<file path="src/rtl/bist_checker.sv">
// Receive-side link BIST: regenerates the transmitter's LFSR vector stream,
// aligns it to the link latency, compares TEST_CASES vectors and then hands
// the link straight through to the router.

module lfsr32 #(
  parameter logic [31:0] SEED = 32'hdeadbeef
) (
  input  logic        clk,
  input  logic        reset,
  output logic [31:0] rng_out
);

  // Galois right-shift LFSR, one step per clock, reseeded by reset
  always_ff @(posedge clk or negedge reset) begin
    if (!reset) begin
      rng_out <= SEED;
    end else begin
      rng_out <= {1'b0, rng_out[31:1]} ^ ({32{rng_out[0]}} & 32'hB4BCD35C);
    end
  end

endmodule

</file>
<file path="config.mk">
export PLATFORM = sky130hd
export DESIGN_NAME = lfsr32
export DESIGN_NICKNAME = d
export VERILOG_FILES = /design/src/rtl/bist_checker.sv
export SDC_FILE = /design/constraint.sdc
export NUM_CORES = 1
export LEC_CHECK = 0
export BUFFER_PORTS_ARGS = -buffer_cell sky130_fd_sc_hd__buf_2
export CAP_MARGIN = 15
export CORE_MARGIN = 4
export CORE_UTILIZATION = 49
export CTS_CLUSTER_DIAMETER = 100
export DETAILED_ROUTE_END_ITERATION = 7
export PLACE_DENSITY_LB_ADDON = 0.3
export REMOVE_ABC_BUFFERS = 1
export SETUP_SLACK_MARGIN = 0.3
export SLEW_MARGIN = 5
export SYNTH_ARGS = -nofsm -noshare
export SYNTH_HDL_FRONTEND = slang
export SYNTH_SLANG_ARGS = --single-unit
</file>
<file path="constraint.sdc">
create_clock -name clk -period 2.5 [get_ports clk]
set_clock_uncertainty 0.1 [all_clocks]
set_input_delay 0.375 -clock clk [delete_from_list [all_inputs] [get_ports clk]]
set_output_delay 0.375 -clock clk [all_outputs]
set_load 0.1 [all_outputs]
</file>
# Word level (Yosys, flattened, before mapping)
# Cells that the tools add are included.
# word_totals
input_bits	2
n_memories	0
ram_bits	0
wordCells	2
rom_bits	0
reg_bits	32
latch_bits	0
out_inout_bits	32
# classes
eq_ne	0
reduce_logical	0
add_sub_neg	0
n_mul	0
n_div	0
n_shift	0
magnitude_cmp	0
mux	0
bitwise_logic	1
# ops
cell	count
31-bit by 32-bit bitwise XOR with 32-bit output	1

# Logic depth before layout (Yosys ltp)
# logic_depth
ltp_word	1
depth_mapped	3
depth_no_buf	1

# Worst setup path before layout
# OpenSTA, ideal clock, no wires.
# synth_timing
kind	reg2reg
from	register rng_out[0]
to	register rng_out[23]
t_required_ns	2.318
slack_ns	0.975
n_path_buf	2
stages_incl_launch_ff	4
arrival_time_ns	1.342
synth_period_minus_slack_ns	1.525
setup_time_ns	0.082
path_cell_list	dfstp_2 buf_6 buf_12 xor2_1
# synth_between
elab_chain_len	1
# synth_rtl
item	line_no	text
from (decl)	10	output logic [31:0] rng_out
from (signal assigned)	18	rng_out <= {1'b0, rng_out[31:1]} ^ ({32{rng_out[0]}} & 32'hB4BCD35C);
31-bit by 32-bit bitwise XOR with 32-bit output	18	
# No other way between the ends.

# Worst setup path in the final report
# layout_timing
from	register rng_out[3]
to	output rng_out[3]
# No word-level cell between the ends.

==> implementation parameters <==
Parameter                              Value

Worst setup path
  Required time at the endpoint of the critical path ... 2.03 ns
  Slowest cell on crit path ... dfstp_2
  Type of element capturing the critical path ... output port
  Number of buffers and inverters on the critical path ... 1
  Chain of cells forming the critical path ... buf_2
  Data arrival time of the critical path ... 1.28 ns
  Worst Path Max Fanout ... 2
  Worst Setup Start Kind ... flip-flop
  Top cell family by delay on the critical path ... flip-flops
  Startpoint-to-endpoint class of the critical path ... reg2out
  Largest stage delay on the critical path ... 0.55 ns

Detailed routing
  Total detailed-routing wirelength ... 1470 µm
  Post-route ant nets ... 0
  Count of vias placed by the detailed router ... 530
  Per-cell via count in the routed design ... 4.45
  Routed len/inst ... 12.3 µm
  Iteration count of the initial detailed-routing pass ... 1
  Initial detailed-routing violation count ... 0
  # DRC ... 0

Layout
  Max FFs per register ... 32
  Inserted Diodes ... 0
  Most frequent cells in the layout ... buf_2 (33), dfstp_2 (24), xor2_1 (17), dfrtp_1 (8), clkbuf_4 (5)
  Utilization of the core after routing ... 0.640
  Register with the highest flop count ... rng_out
  Fraction of final layout cells sized beyond drive strength 1 ... 0.696
  Area growth syn-to-layout ... 24.1%
  Largest registers ... rng_out: 32 flops
  Nets ... 93
  Most common cell after layout, fill and taps aside ... buf_2

Logic synthesis
  Syn. warnings ... 0
  Synthesized area ... 1010 µm²
  Netlist cell types ... 5
  Post-synthesis cell type with the largest combined area ... dfstp_2
  Synth area leaders ... dfstp_2 (62%), dfrtp_1 (20%), xor2_1 (15%)
  Register area share after synthesis ... 0.822
  Mapped Cells ... 51
  Area share of the leading cell type in the synthesized netlist ... 0.624
  Yosys reg bits ... 32
  Average instance area after synthesis ... 19.8 µm²

STA
  Post-route worst setup slack ... 0.743 ns
  Clock period minus worst slack ... 1.76 ns
  Actual slew at the worst max-slew pin ... 0.647 ns
  Total negative slack for setup checks ... 0 ns
  Pins over their slew limit ... 0
  Maximum achievable frequency ... 569 MHz
  Final clock period utilization by the worst path ... 0.703
  Final Hold Vio Count ... 0
  Worst relative slew slack ... 0.568
  RSZ-0062 raised after global routing ... false
  Count of final setup violators ... 0

Global routing
  Pin count of the biggest net entering global routing ... 33
  Number of global-route vias before repair ... 493
  Initial antenna violation count ... 0
  Total congestion overflow ... 0
  Global routing usage summed across all routing layers ... 0.135
  Wire length of the first global-routing pass ... 2430 µm

Die
  Initial cell density of the core ... 0.515
  DIE HEIGHT ... 53.4 µm
  Ports ... 34
  Floorplan die area ... 2850 µm²
  Placement Rows ... 16
  Width of the die ... 53.4 µm
  Core outline area ... 1960 µm²

Clock tree
  Resized Gates After CTS ... 0
  Latest clock arrival within the worst-skew pair ... 0.31 ns
  Hold-fix buffers at CTS ... 1
  Clock edge transition at the registers on the reported setup and hold paths ... 0.09 ns
  CTS H-tree depth ... 2
  Sink count of the clock tree ... 32
  Clock root buffer ... clkbuf_4
  Clock Tree Buf Depth ... 2
  Clock tree from TritonCTS ... built
  Post-CTS Repair Setup Buffers ... 0
  Clock buffers created by TritonCTS ... 5

Power and ir drop
  Clock share of power ... 0.352
  Net load switching power ... 0.000158 W
  Leak pwr ... 0.747 nW
  Cell area power density ... 652 nW/µm²
  Peak supply drop ... 0.457 mV
  Combinational cell fraction of total power ... 0.013
  Pint ... 0.000660 W
  Switching part of the total power ... 0.193
  Seq pwr share ... 0.635

Placement
  Hpwl dp ... 956 µm
  Post-place setup slack ... 1.08 ns
  Number of buffers added on ports ... 33
  Final RePlAce weighted congestion ... 0.563

Min path
  Class of the tightest hold or removal check ... reg2reg

Run status
  Status ... complete, no violations

Job
  Number of max-capacitance violations reported ... 0
## synth_stat cells
cell	n
dfrtp_1	8
buf_6	1
buf_12	1
dfstp_2	24
xor2_1	17
## routing by layer
metal | GRT usage | share of wire
met1 | 0.172 | 0.45
met2 | 0.163 | 0.42
met3 | 0.0958 | 0.12
met4 | 0.0766 | 0.0082
met5 | 0 | 0
## per-stage QoR
step | area [µm²] | hold slack [ns] | total power [W] | instances
floorplan | 980 | -0.0206 | 0.000528 | 49
global placement | 1190 | 0.254 | 0.000538 | 110
detailed placement | 1190 | 0.255 | 0.000538 | 110
CTS | 1250 | 0.266 | 0.000838 | 119
global route | 1250 | 0.276 | 0.000871 | 119
finish | 1250 | 0.267 | 0.000818 | 119
## cell type report
class / count / area (µm²)
Timing Repair Buffer: 35 / 183
Fill cell: 180 / 707
Tap cell: 27 / 33.8
Multi-Input combinational cell: 17 / 149
Clock buffer: 8 / 58.8
Sequential cell: 32 / 831
## power by group through the flow
stage / clock, W / combinational [W] / sequential [W]
finish: 0.000288 / 0.0000105 / 0.000519
global route: 0.000339 / 0.0000126 / 0.000520
CTS: 0.000307 / 0.0000114 / 0.000519
detailed placement: 0 / 0.0000102 / 0.000528
global placement: 0 / 0.00000978 / 0.000528
floorplan: 0 / 0.000000000162 / 0.000528
## final timing paths
| check | slack, ns | start | endpoint | depth (start not counted) |
|---|---|---|---|---|
| max | 0.74 | rng_out[3] | rng_out[3] | 1 |
| min | 0.27 | rng_out[26] | rng_out[25] | 0 |
| max reg2reg | 1.32 | rng_out[0] | rng_out[8] | 2 |
| min reg2reg | 0.27 | rng_out[26] | rng_out[25] | 0 |
| max in group asynchronous | 1.36 | reset | rng_out[24] | 2 |
| min in group asynchronous | 0.52 | reset | rng_out[4] | 2 |
## logic make-up after synthesis
family,synth area share
buffers and inverters,0.0309
DFF,0.822
xor gates and xnor gates,0.147
Power figures use the tool's default switching activity.
